===== src/rtl/rgb2yuv_ctrl_if.sv =====
`default_nettype none
// ============================================================================
// Module   : rgb2yuv_ctrl_if
// Brief    : Pixel-in / YUV-out handshake and coefficient ROM port bundle.
// Revision : 1.0 - initial release
// ============================================================================
interface rgb2yuv_ctrl_if #(
  parameter int PIX_W  = 8,
  parameter int COEF_W = 9
);
  logic              in_valid;
  logic              in_ready;
  logic [PIX_W-1:0]  r_in;
  logic [PIX_W-1:0]  g_in;
  logic [PIX_W-1:0]  b_in;
  logic [2:0]        rom_addr;
  logic [COEF_W-1:0] rom_data;
  logic              out_valid;
  logic              out_ready;
  logic [PIX_W-1:0]  y_out;
  logic [PIX_W-1:0]  u_out;
  logic [PIX_W-1:0]  v_out;

  // master = pixel source, YUV sink and ROM together
  modport master (
    output in_valid, r_in, g_in, b_in, rom_data, out_ready,
    input  in_ready, rom_addr, out_valid, y_out, u_out, v_out
  );

  modport slave (
    input  in_valid, r_in, g_in, b_in, rom_data, out_ready,
    output in_ready, rom_addr, out_valid, y_out, u_out, v_out
  );
endinterface
`default_nettype wire


===== src/rtl/rgb2yuv_ctrl.sv =====
`default_nettype none
// ============================================================================
// Module   : rgb2yuv_ctrl
// Brief    : Time-multiplexed RGB->YUV MAC sequencer driving an external ROM.
// Revision : 1.0 - initial release
// ============================================================================
module rgb2yuv_ctrl #(
  parameter int PIX_W  = 8,
  parameter int COEF_W = 9,
  parameter int FRAC   = 8,
  parameter int ACC_W  = 19
) (
  input  logic          clk,
  input  logic          rst,
  rgb2yuv_ctrl_if.slave bus
);

  typedef enum logic [1:0] {
    IDLE = 2'd0,
    MAC  = 2'd1,
    HOLD = 2'd2
  } state_t;

  localparam logic signed [ACC_W-1:0] c_rnd = ACC_W'(2 ** (FRAC - 1));
  localparam logic signed [ACC_W-1:0] c_ofs = ACC_W'(2 ** (PIX_W - 1));
  localparam logic signed [ACC_W-1:0] c_max = ACC_W'(2 ** PIX_W - 1);

  state_t                  r_state;
  state_t                  w_state_nxt;
  logic [3:0]              r_step;
  logic signed [ACC_W-1:0] r_acc;
  logic [PIX_W-1:0]        r_r, r_g, r_b;
  logic [PIX_W-1:0]        r_y, r_u, r_v;

  logic [2:0]              w_addr;
  logic [PIX_W-1:0]        w_pix;
  logic                    w_first;
  logic                    w_last;
  logic signed [ACC_W-1:0] w_coef;
  logic signed [ACC_W-1:0] w_pixs;
  logic signed [ACC_W-1:0] w_prod;
  logic signed [ACC_W-1:0] w_base;
  logic signed [ACC_W-1:0] w_sum;
  logic signed [ACC_W-1:0] w_ch;
  logic signed [ACC_W-1:0] w_off;
  logic [PIX_W-1:0]        w_sat;

  always_ff @(posedge clk or posedge rst) begin
    if (rst) r_state <= IDLE;
    else     r_state <= w_state_nxt;
  end

  always_comb begin
    w_state_nxt = r_state;
    case (r_state)
      IDLE:    if (bus.in_valid)   w_state_nxt = MAC;
      MAC:     if (r_step == 4'd8) w_state_nxt = HOLD;
      HOLD:    if (bus.out_ready)  w_state_nxt = IDLE;
      default: w_state_nxt = IDLE;
    endcase
  end

  // Schedule: R,G,B for Y (ROM 0,1,7), then U (2,3,4), then V (4,5,6)
  always_comb begin
    w_addr  = 3'd0;
    w_pix   = r_r;
    w_first = 1'b0;
    w_last  = 1'b0;
    if (r_state == MAC) begin
      case (r_step)
        4'd0:    begin w_addr = 3'd0; w_pix = r_r; w_first = 1'b1; end
        4'd1:    begin w_addr = 3'd1; w_pix = r_g; end
        4'd2:    begin w_addr = 3'd7; w_pix = r_b; w_last  = 1'b1; end
        4'd3:    begin w_addr = 3'd2; w_pix = r_r; w_first = 1'b1; end
        4'd4:    begin w_addr = 3'd3; w_pix = r_g; end
        4'd5:    begin w_addr = 3'd4; w_pix = r_b; w_last  = 1'b1; end
        4'd6:    begin w_addr = 3'd4; w_pix = r_r; w_first = 1'b1; end
        4'd7:    begin w_addr = 3'd5; w_pix = r_g; end
        4'd8:    begin w_addr = 3'd6; w_pix = r_b; w_last  = 1'b1; end
        default: begin w_addr = 3'd0; w_pix = r_r; end
      endcase
    end
  end

  assign w_coef = $signed({{(ACC_W-COEF_W){bus.rom_data[COEF_W-1]}}, bus.rom_data});
  assign w_pixs = $signed({{(ACC_W-PIX_W){1'b0}}, w_pix});
  assign w_prod = w_coef * w_pixs;

  always_comb begin
    w_base = r_acc;
    if (w_first) w_base = '0;
  end

  assign w_sum = w_base + w_prod;
  assign w_ch  = (w_sum + c_rnd) >>> FRAC;

  // Chroma results are re-centred on mid-scale before clamping
  always_comb begin
    w_off = w_ch;
    if (r_step != 4'd2) w_off = w_ch + c_ofs;
  end

  always_comb begin
    w_sat = w_off[PIX_W-1:0];
    if (w_off[ACC_W-1])     w_sat = '0;
    else if (w_off > c_max) w_sat = '1;
  end

  always_ff @(posedge clk or posedge rst) begin
    if (rst) begin
      r_step <= 4'd0;
      r_acc  <= '0;
      r_r    <= '0;
      r_g    <= '0;
      r_b    <= '0;
      r_y    <= '0;
      r_u    <= '0;
      r_v    <= '0;
    end else begin
      case (r_state)
        IDLE: begin
          if (bus.in_valid) begin
            r_r    <= bus.r_in;
            r_g    <= bus.g_in;
            r_b    <= bus.b_in;
            r_step <= 4'd0;
          end
        end
        MAC: begin
          r_step <= r_step + 4'd1;
          r_acc  <= w_sum;
          if (w_last) begin
            case (r_step)
              4'd2:    r_y <= w_sat;
              4'd5:    r_u <= w_sat;
              default: r_v <= w_sat;
            endcase
          end
        end
        default: ;
      endcase
    end
  end

  assign bus.in_ready  = (r_state == IDLE);
  assign bus.out_valid = (r_state == HOLD);
  assign bus.rom_addr  = w_addr;
  assign bus.y_out     = r_y;
  assign bus.u_out     = r_u;
  assign bus.v_out     = r_v;

endmodule
`default_nettype wire

===== src/flat_wrapper.sv =====
// flat-port wrapper written by rule: the top's interface ports become plain ports
module rgb2yuv_ctrl_flat 
#(
  parameter int PIX_W  = 8,
  parameter int COEF_W = 9,
  parameter int FRAC   = 8,
  parameter int ACC_W  = 19
)
  (clk, rst, bus_in_valid, bus_r_in, bus_g_in, bus_b_in, bus_rom_data, bus_out_ready, bus_in_ready, bus_rom_addr, bus_out_valid, bus_y_out, bus_u_out, bus_v_out);
  rgb2yuv_ctrl_if #(.PIX_W(PIX_W), .COEF_W(COEF_W)) bus_i ();
  input  logic clk;
  input  logic rst;
  input wire logic [$bits(bus_i.in_valid)-1:0] bus_in_valid;
  input wire logic [$bits(bus_i.r_in)-1:0] bus_r_in;
  input wire logic [$bits(bus_i.g_in)-1:0] bus_g_in;
  input wire logic [$bits(bus_i.b_in)-1:0] bus_b_in;
  input wire logic [$bits(bus_i.rom_data)-1:0] bus_rom_data;
  input wire logic [$bits(bus_i.out_ready)-1:0] bus_out_ready;
  output wire logic [$bits(bus_i.in_ready)-1:0] bus_in_ready;
  output wire logic [$bits(bus_i.rom_addr)-1:0] bus_rom_addr;
  output wire logic [$bits(bus_i.out_valid)-1:0] bus_out_valid;
  output wire logic [$bits(bus_i.y_out)-1:0] bus_y_out;
  output wire logic [$bits(bus_i.u_out)-1:0] bus_u_out;
  output wire logic [$bits(bus_i.v_out)-1:0] bus_v_out;
  assign bus_i.in_valid = bus_in_valid;
  assign bus_i.r_in = bus_r_in;
  assign bus_i.g_in = bus_g_in;
  assign bus_i.b_in = bus_b_in;
  assign bus_i.rom_data = bus_rom_data;
  assign bus_i.out_ready = bus_out_ready;
  assign bus_in_ready = bus_i.in_ready;
  assign bus_rom_addr = bus_i.rom_addr;
  assign bus_out_valid = bus_i.out_valid;
  assign bus_y_out = bus_i.y_out;
  assign bus_u_out = bus_i.u_out;
  assign bus_v_out = bus_i.v_out;
  rgb2yuv_ctrl #(.PIX_W(PIX_W), .COEF_W(COEF_W), .FRAC(FRAC), .ACC_W(ACC_W)) u_core (.clk(clk), .rst(rst), .bus(bus_i));
endmodule

===== config.mk =====
export PLATFORM = sky130hd
export DESIGN_NAME = rgb2yuv_ctrl_flat
export DESIGN_NICKNAME = d
export VERILOG_FILES = /design/src/rtl/rgb2yuv_ctrl_if.sv /design/src/rtl/rgb2yuv_ctrl.sv /design/src/flat_wrapper.sv
export SDC_FILE = /design/constraint.sdc
export NUM_CORES = 1
export LEC_CHECK = 0
export BUFFER_PORTS_ARGS = -buffer_cell sky130_fd_sc_hd__buf_2
export CAP_MARGIN = 20
export CORE_UTILIZATION = 41
export CTS_CLUSTER_SIZE = 20
export DETAILED_ROUTE_END_ITERATION = 16
export GPL_TIMING_DRIVEN = 0
export MAX_ROUTING_LAYER = met4
export SLEW_MARGIN = 20
export SYNTH_ARGS = -nofsm -noshare
export SYNTH_HDL_FRONTEND = slang
export SYNTH_SLANG_ARGS = --single-unit

===== constraint.sdc =====
create_clock -name clk -period 18.6 [get_ports clk]
set_clock_uncertainty 0.15 [all_clocks]
set_input_delay 0.93 -clock clk [delete_from_list [all_inputs] [get_ports clk]]
set_output_delay 0.93 -clock clk [all_outputs]
set_load 0.005 [all_outputs]

# Yosys cells after proc, flatten, opt, wreduce, memory -nomap -nowiden
# Index checks and enable logic that the tools add are counted.
# word_totals
reg_bits	73
input_bits	37
out_inout_bits	29
word_cells	62
# op_classes
addsub	4
n_mul	1
order_cmp	1
eq_ne	14
n_mux	18
bitwise	1
reduce_logical	14
# op_table
op	count
19-bit two-way mux	2
8-bit two-way mux	3
3-bit one-hot mux with 7 select lines	1
19-bit adder	1
19-bit by 9-bit adder with 19-bit output, second input constant	1
19-bit by 9-bit greater-than comparator with 1-bit output, second input constant	1
9-bit by 9-bit multiplier with 18-bit output	1
4-bit by 3-bit == test with 1-bit output, second input constant	4
8-bit one-hot mux with 2 select lines	1
11-bit by 9-bit adder with 12-bit output, second input constant	1
3-bit AND reduction	4
3-bit OR reduction	3
4-bit by 2-bit == test with 1-bit output, second input constant	2
4-bit one-hot mux with 2 select lines	1
2-bit two-way mux	3
2-bit one-hot mux with 3 select lines	1
4-bit by 1-bit adder with 4-bit output, second input constant	1
4-bit by 1-bit == test with 1-bit output, second input constant	1
4-bit == test, second input constant	1
4-bit logical NOT	1
1-bit two-way mux	4
4-bit two-way mux	1
2-bit != test, second input constant	2
4-bit by 2-bit != test with 1-bit output, second input constant	1
9 further kinds	11

# Depth between registers and ports, before layout
# Gate-level depths: netlist of run 1.
# depth
ltp_word	12
mapped_depth	46
depth_no_buf	45

# Worst setup path after synthesis of run 1
# No wires, ideal clock.
# synth_timing
path_kind	reg-to-reg
start	register u_core.r_step[0]
end	register u_core.r_u[7] (netlist: u_core.bus.u_out[7])
setup_ps	125
arrival_ps	9293
t_required_ps	18325
setup_slack_ps	9032
stages_incl_launch_ff	42
path_buffers	1
period_less_slack_ps	9568
path_cell_list	dfrtp_1 -> inv_1 -> ha_1 -> nor2_1 -> a211oi_1 -> o21ai_1 -> nand2_1 -> o21ai_1 -> and2_1 -> fa_1 -> fa_1 -> inv_1 -> fa_1 -> fa_1 -> inv_1 -> ha_1 -> o21ai_0 -> a21boi_0 -> [6 not listed] -> xnor2_1 -> ha_1 -> a21oi_1 -> mux2i_1 -> o31ai_1 -> nand2b_1 -> buf_2 -> nor4_2 -> xor2_1 -> inv_1 -> ha_1 -> nor2b_1 -> nand4_1 -> mux2i_1 -> or4b_4 -> o211ai_4 -> a21oi_2 -> mux2_2
# synth_between
elab_chain_len	12
elab_cells_between_ends	29
classes_between	add/sub: 3; mul: 1; order compare: 1; eq/ne: 9; mux: 10; reduce/logical: 5
# synth_lines
element	line_no	source
from (decl)	rgb2yuv_ctrl.sv:30	logic [3:0] r_step;
from (signal assigned)	rgb2yuv_ctrl.sv:130	r_step <= r_step + 4'd1;
4-bit by 2-bit == test with 1-bit output, or another cell as far along	rgb2yuv_ctrl.sv:70	case (r_step)
3-bit OR reduction (no source line)	--	
8-bit one-hot mux with 2 select lines or 1-bit two-way mux (tied branches)	rgb2yuv_ctrl.sv:70	
8-bit two-way mux or 1-bit two-way mux (tied branches)	rgb2yuv_ctrl.sv:69	if (r_state == MAC) begin
9-bit by 9-bit multiplier with 18-bit output or 19-bit two-way mux (tied branches)	rgb2yuv_ctrl.sv:87, rgb2yuv_ctrl.sv:91	
19-bit adder	rgb2yuv_ctrl.sv:94	assign w_sum = w_base + w_prod;
19-bit by 9-bit adder with 19-bit output	rgb2yuv_ctrl.sv:95	assign w_ch = (w_sum + c_rnd) >>> FRAC;
11-bit by 9-bit adder with 12-bit output	rgb2yuv_ctrl.sv:100	if (r_step != 4'd2) w_off = w_ch + c_ofs;
19-bit two-way mux	rgb2yuv_ctrl.sv:100	
19-bit by 9-bit greater-than comparator with 1-bit output	rgb2yuv_ctrl.sv:106	else if (w_off > c_max) w_sat = '1;
8-bit two-way mux	rgb2yuv_ctrl.sv:106	
8-bit two-way mux	rgb2yuv_ctrl.sv:105	if (w_off[ACC_W-1]) w_sat = '0;
to (signal assigned)	rgb2yuv_ctrl.sv:135	4'd5: r_u <= w_sat;
to (decl)	rgb2yuv_ctrl.sv:33	logic [PIX_W-1:0] r_y, r_u, r_v;
# Several ways; a longest one is shown, not always the timed one.
# A chain may end at the register's enable or synchronous reset.

# Final worst setup path of run 1
# layout_timing
start	register u_core.r_step[0]
end	register u_core.r_u[3] (netlist: u_core.bus.u_out[3])
# The elaborated chain is that of the path after synthesis.

==> impl_metrics.ini, run 1 <==
[setup_path]
cp_data_arrival_time_ps = 11070
cp-end-kind = flip-flop
cp_slowest_cell = o21ai_1
slowest_delay_ps = 760
crit_path_max_fanout = 9
critPathKind = flip-flop to flip-flop
startpoint_type = flip-flop
reg2regPathDepth = 43
required_ps = 18670

[final_layout]
final_layout_size_suffix_gt1_frac = 0.148
final_common_cell = nand2_1
diodes = 0
layout.nets = 1078
final_cell_mix = nand2_1 (159), inv_1 (108), dfrtp_1 (73)
area_growth_pct = 12.9

[place]
portBuffers = 65
hpwl_mm = 13.0
gp_congestion = 0.830

[synth]
ys_dominant_reg_cell = dfrtp_1
syn_nets = 1000
ys_seq_elements = 73
yosysTopAreaCell = dfrtp_1
synth_seq_area_share = 0.247
synth-edff-count = 0
syn_area_sq_um = 7380
async_flop_share = 1.00
synth_cell_types = 65
yosysTopAreaCellShare = 0.247
syn_inst = 841
yosysWarnings = 0
syn_avg_cell_area_sq_um = 8.78
synth.area.top_cells = dfrtp_1 (25%), fa_1 (17%), ha_1 (10%)

[clock_tree]
htree_num_levels = 3
clock-sinks = 73
cts_max_path_buffers = 2
root_buffer = clkbuf_16
post_cts_buffers = 0
cts_buffers = 9
cts_tree = yes
insertion_delay_ps = 340
hold_buffers = 0
cts_resized = 0
clk_pin_slew_ps = 70

[detailed_routing]
drtAntennaViolNets = 0
vias_per_cell = 5.07
routed-via-count = 5823
drtIter0Drc = 207
detail_route.first_pass.iterations = 5
wl_per_cell_microns = 14.4
wl_mm = 16.5
route.detailed.drc = 0

[floorplan]
num_rows = 48
core_area_sq_um = 17400
die_height_microns = 136
ios = 66
die_area_sq_um = 18500
start_util = 0.424
die_w_microns = 136

[worst_hold_path]
hold_path_class = flip-flop to flip-flop
min_path_cells = 2

[timing]
finalCriticalPeriod_ps = 11000
worst_pin_slew_ps = 954
final_max_slew_viol_count = 0
hold_viol_final = 0
setup_tns_ps = 0
rsz0062_at_grt = false
finalSetupViolations = 0
fin_crit_sh = 0.591
max_freq_ghz = 0.0909
relSlewSlack = 0.357

[run_status]
status = finished clean

[grt]
grt_pass1_vias = 5841
grt_pass1_wl_mm = 28.4
grt_max_degree = 44
antenna_found_initial = 0
grt_remaining_overflow = 0
gr-usage-all-layers = 0.200

[run]
drv_cap = 0
-- cells by family after synthesis --
group / Yosys count / share of synthesized area
buffers and inverters: 125 / 0.0639
AND/OR/NAND/NOR: 314 / 0.203
adder cells (fa/ha/maj): 122 / 0.269
XOR/XNOR: 41 / 0.0529
multiplexers: 24 / 0.0361
AO/OA/AOI/OAI: 142 / 0.128
flip-flops: 73 / 0.247
-- Yosys cell counts, types with 12 or more instances --
cell,number
nand2_1,159
and2_1,61
inv_1,109
xor2_1,13
clkbuf_1,12
xnor2_1,25
a21oi_1,27
dfrtp_1,73
fa_1,61
o21ai_0,34
mux2_2,21
ha_1,61
nor2_1,38
o21ai_1,14
-- final timing paths --
check,from,to,slack (ps)
setup reg to reg,u_core.r_step[0],u_core.bus.u_out[3],7600
hold / removal,u_core.r_acc[0],u_core.r_acc[0],320
setup / recovery,u_core.r_step[0],u_core.bus.u_out[3],7600
hold reg to reg,u_core.r_acc[0],u_core.r_acc[0],320
max in group asynchronous,rst,u_core.r_acc[4],17240
min in group asynchronous,rst,u_core.r_b[0],490
-- worst max-delay path: cells and delay by family, from the launching register on --
kind | cells | cell delay, ps
AO/OA/AOI/OAI | 15 | 3700
XOR/XNOR | 2 | 340
adder cells (fa/ha/maj) | 8 | 2830
buffers and inverters | 6 | 500
flip-flops | 1 | 440
multiplexers | 3 | 840
AND/OR/NAND/NOR | 9 | 2050
-- sequential cells by signal (all words and copies together), names as in the netlist --
register,flops
u_core.r_g,8
u_core.r_r,8
u_core.r_acc,19
u_core.bus.v_out,8
u_core.bus.u_out,8
u_core.r_state,2
u_core.bus.y_out,8
u_core.r_step,4
u_core.r_b,8
-- per-stage QoR --
step,cells,util,hold WS [ps],worst slack (ps),cell area (sq um)
after detailed placement,1133,0.461,312,7650,8020
after floorplan,841,-,287,9030,7380
after CTS,1149,0.479,327,7610,8340
final,1149,0.479,320,7600,8340
after global routing,1149,0.479,343,6670,8340
after global placement,1131,0.459,300,7260,7990
-- metal layers --
metal  global-route usage  vias to the layer above  wire [microns]
met5                    -                        -               0
met4               0.0438                        0             197
met3               0.0231                       18             463
met2                0.316                       96            7600
met1                0.275                     2788            8230
li1                     -                     2921               -
-- final cells by class --
type                       instances  area [sq um]
buffer                            16          62.6
clock buffer                      10           239
clock inverter                     6          75.1
fill                            1743          9080
inverter                         109           412
multi-input combinational        643          5090
sequential                        73          1830
tap                              225           282
timing repair buffer              67           350
Power of run 1 is left out: the tool's default activity adds up to more than one toggle a clock period on the data nets, which glitch-free logic cannot reach.
==> run 2: changes to the inputs <==
==> constraint.sdc (replaced) <==
create_clock -name clk -period 10 [get_ports clk]
set_clock_uncertainty 0.15 [all_clocks]
set_input_delay 0.5 -clock clk [delete_from_list [all_inputs] [get_ports clk]]
set_output_delay 0.5 -clock clk [all_outputs]
set_load 0.005 [all_outputs]
==> run 2 against run 1 <==
Compared with the run above:
- sequential cell count is the same
- register-to-register slack lost 7100 ps
- die area is the same
- largest cell class unchanged
==> impl_metrics.ini, run 2 (synthesized netlist as in run 1, its figures left out) <==
[run_status]
status = finished clean

[clock_tree]
cts_buffers = 9
cts_tree = yes
hold_buffers = 0
root_buffer = clkbuf_16
clk_pin_slew_ps = 60
insertion_delay_ps = 340
cts_max_path_buffers = 2
htree_num_levels = 3
clock-sinks = 73

[final_layout]
layout.nets = 1098
largest_reg_flops = 19
final_common_cell = nand2_1
instances_no_fill = 1169
final_cell_mix = nand2_1 (152), inv_1 (108), dfrtp_1 (72)
area_growth_pct = 18.8
diodes = 0
top_register = u_core.r_acc
final_layout_size_suffix_gt1_frac = 0.211

[setup_path]
critPathKind = flip-flop to flip-flop
r2r_end = u_core.bus.u_out[3]
required_ps = 10070
cp-end-kind = flip-flop
cp_slowest_cell = fa_1
cp_data_arrival_time_ps = 9610
reg2reg_from = u_core.r_step[1]
crit_path_max_fanout = 9
slowest_delay_ps = 530
reg2regPathDepth = 42
startpoint_type = flip-flop
reg2reg_slack_ps = 470

[detailed_routing]
detail_route.first_pass.iterations = 4
drtIter0Drc = 216
routed-via-count = 5977
drtAntennaViolNets = 0
wl_mm = 17.0
route.detailed.drc = 0
vias_per_cell = 5.11
wl_per_cell_microns = 14.5

[floorplan]
start_util = 0.424
num_rows = 48
die_area_sq_um = 18500
core_area_sq_um = 17400
die_height_microns = 136
die_w_microns = 136
ios = 66

[timing]
max_freq_ghz = 0.105
fin_crit_sh = 0.953
hold_viol_final = 0
finalSetupViolations = 0
setup_tns_ps = 0
worst_pin_slew_ps = 864
finalCriticalPeriod_ps = 9530
whs_ps = 61.7
final_max_slew_viol_count = 0
relSlewSlack = 0.420
layout_setup_ws_ps = 468

[grt]
grt_pass1_vias = 5883
antenna_found_initial = 0
grt_remaining_overflow = 0
grt_max_degree = 44
gr-usage-all-layers = 0.201
grt_pass1_wl_mm = 28.6

[place]
gp_congestion = 0.830
portBuffers = 65
place_ws_ps = -946
hpwl_mm = 13.0
dp.cells = 1133

[run]
drv_cap = 0

[worst_hold_path]
hold_path_class = primary input to asynchronous set/reset pin
## run 2: worst max-delay path: cells and delay by family, from the launching register on
kind	cells	cell delay (ps)
adder cells (fa/ha/maj)	8	3050
AO/OA/AOI/OAI	13	2150
AND/OR/NAND/NOR	9	1940
buffers and inverters	7	730
multiplexers	3	690
flip-flops	1	390
XOR/XNOR	2	300
## run 2: how the worst max path moves through the flow
| stage | start | to | slack (ps) | cells past startpoint |
|---|---|---|---|---|
| CTS | u_core.r_step[0] | u_core.bus.u_out[3] | 40 | 43 |
| global placement | u_core.r_step[0] | u_core.bus.v_out[4] | -1340 | 40 |
| finish | u_core.r_step[1] | u_core.bus.u_out[3] | 470 | 42 |
| detailed placement | u_core.r_step[0] | u_core.bus.u_out[3] | -950 | 44 |
| global route | u_core.r_step[0] | u_core.bus.y_out[1] | -50 | 45 |
| floorplan | u_core.r_step[0] | u_core.bus.u_out[7] | 430 | 41 |
## run 2: what timing repair did
item	in CTS	in global routing
setup buffers	5	16
resized for setup	18	48
endpoints found under the setup margin	24	24
pin swaps	3	10
## run 2: area by class of cell
cell class,count,area [sq um]
Timing Repair Buffer,88,520
Inverter,109,412
Clock buffer,10,239
Sequential cell,73,1830
Multi-Input combinational cell,643,5360
Fill cell,1696,8640
Clock inverter,6,75.1
Tap cell,225,282
Buffer,15,60.1
## run 2: metal layers
metal | track usage | routed length (microns) | up-vias
met3 | 0.0231 | 546 | 18
met1 | 0.277 | 8260 | 2882
met2 | 0.319 | 7970 | 116
met5 | - | 0 | -
li1 | - | - | 2961
met4 | 0.0438 | 185 | 0
## run 2: through the flow
step,instance area (sq um),utilization
final,8770,0.504
after global routing,8770,0.504
after CTS,8460,0.486
after detailed placement,8020,0.461
after global placement,7990,0.459
after floorplan,7380,-
Power of run 2 is left out for the same reason.
==> run 3: changes to the inputs <==
--- a/config.mk
+++ b/config.mk
@@ -5,8 +5,10 @@
 export SDC_FILE = /design/constraint.sdc
 export NUM_CORES = 1
 export LEC_CHECK = 0
+export ABC_AREA = 0
 export BUFFER_PORTS_ARGS = -buffer_cell sky130_fd_sc_hd__buf_2
 export CAP_MARGIN = 20
+export CORE_ASPECT_RATIO = 0.6
 export CORE_UTILIZATION = 41
 export CTS_CLUSTER_SIZE = 20
 export DETAILED_ROUTE_END_ITERATION = 16
==> run 3 against run 2 <==
Compared with the run above:
- maximum frequency increased by 0.22%
- sequential cell count stayed put
- routed wire length rose by 1.6%
- hold slack got worse by 53 ps
- first-iteration DRC count is 55% higher
- worst setup slack improved by 21 ps
- critical path depth grew 1
- die area hardly changed
- cell count increased by 0.26%
- non-clock buffer count shrank 6
- via count down 0.84%
- core utilization shrank 0.13 points
- largest cell class unchanged
==> impl_metrics.ini, run 3 (synthesized netlist as in run 1, its figures left out) <==
[setup_path]
reg2reg_from = u_core.r_step[1]
startpoint_type = flip-flop
crit_family = adder cells
path_buf_inv = 7
cp-end-kind = flip-flop
reg2regPathDepth = 43
crit_top_cell = inv_1
slowest_delay_ps = 540
cp_data_arrival_time_ps = 9600
reg2reg_slack_ps = 490
crit_path_max_fanout = 9
required_ps = 10090
cp_slowest_cell = fa_1
r2r_end = u_core.bus.v_out[3]
critPathKind = flip-flop to flip-flop

[timing]
hold_viol_final = 0
worst_pin_slew_ps = 893
fin_crit_sh = 0.951
finalSetupViolations = 0
final_max_slew_viol_count = 0
layout_setup_ws_ps = 489
finalCriticalPeriod_ps = 9510
max_freq_ghz = 0.105
relSlewSlack = 0.400

[grt]
busiest_layer = met1
antenna_found_initial = 0
gr-usage-all-layers = 0.204
global_route.usage.met2 = 0.266
grt_pass1_wl_mm = 29.2
use_met3 = 0.0290
grtUsageMet1 = 0.328
grt_pass1_vias = 5585
grt_max_degree = 40
grt_remaining_overflow = 0

[detailed_routing]
drtIter0Drc = 335
wl_mm = 17.2
vias_per_cell = 5.06
drtAntennaViolNets = 0
detail_route.first_pass.iterations = 5
routed-via-count = 5927
route.detailed.drc = 0
wl_per_cell_microns = 14.7

[floorplan]
core_area_sq_um = 17400
start_util = 0.425
num_rows = 37
ios = 66
die_area_sq_um = 18600
die_w_microns = 175
die_height_microns = 106

[run]
drv_cap = 0

[final_layout]
largest_reg_flops = 19
final_cell_mix = nand2_1 (151), inv_1 (107), dfrtp_1 (72)
n_fill_cell = 1659
diodes = 0
layout.nets = 1092
final_common_cell = nand2_1
final_layout_size_suffix_gt1_frac = 0.203
area_growth_pct = 18.1
top_register = u_core.r_acc

[clock_tree]
hold_buffers = 0
clock-sinks = 73
htree_num_levels = 3
insertion_delay_ps = 350
cts_max_path_buffers = 2
cts_buffers = 9
clk_pin_slew_ps = 70
root_buffer = clkbuf_16
cts_tree = yes

[place]
hpwl_mm = 13.7
portBuffers = 65
gp_congestion = 0.855
place_ws_ps = -1060

[run_status]
status = finished clean

[worst_hold_path]
hold_path_class = primary input to asynchronous set/reset pin
==> run 3: changes by cell type in the layout (fill, tap and decap cells not counted), sizes merged <==
cell / before / now
clkinvlp: 1 / 0
clkbuf: 21 / 20
buf: 92 / 86
clkinv: 2 / 3
bufinv: 1 / 2
==> run 3: stage by stage <==
step | cells | hold slack (ps) | utilization | instance area, sq um | setup TNS (ps)
detailed placement | 1141 | 310 | 0.463 | 8030 | -24640
global route | 1172 | 48.3 | 0.502 | 8720 | -161
CTS | 1161 | 23.2 | 0.490 | 8510 | 0
floorplan | 841 | 287 | - | 7380 | 0
finish | 1172 | 8.58 | 0.502 | 8720 | 0
global placement | 1140 | 302 | 0.461 | 8000 | -29110
==> run 3: per-layer routing <==
metal  part of all wire  up-vias
met5                  0        -
met4             0.0064        0
li1                   -     2953
met2               0.39      114
met3              0.042       14
met1               0.56     2846
==> run 3: worst reg2reg max path: cells and delay by family (launching register included) <==
family / cells / cell delay (ps)
fa+ha+maj: 8 / 3100
flops: 1 / 410
simple gates: 8 / 1630
xor+xnor: 2 / 230
buf+inv: 7 / 670
compound gates: 15 / 2540
mux: 3 / 670
==> run 3: what timing repair did <==
action,in CTS,in global routing
setup buffers,4,12
pin swaps,3,11
endpoints found under the setup margin,24,24
gates resized for setup,23,38
==> run 3: cell type report <==
class,count,area [sq um],area share
buffer,15,60.1,0.00689
clock buffer,9,225,0.0258
clock inverter,7,103,0.0118
inverter,109,412,0.0472
multi-input combinational,643,5320,0.610
sequential,73,1830,0.210
tap,234,293,0.0336
timing repair buffer,82,478,0.0548
==> run 3: worst max path at each step <==
stage	from	cells past startpoint	endpoint	slack [ps]
6_report	u_core.r_step[1]	43	u_core.bus.v_out[3]	490
5_1_grt	u_core.r_step[1]	43	u_core.bus.y_out[2]	-20
4_1_cts	u_core.r_step[0]	42	u_core.bus.u_out[5]	10
3_5_place_dp	u_core.r_step[0]	43	u_core.bus.v_out[0]	-1060
3_3_place_gp	u_core.r_step[1]	41	u_core.bus.v_out[0]	-1240
2_1_floorplan	u_core.r_step[0]	41	u_core.bus.u_out[7]	430
Power of run 3 is left out for the same reason.
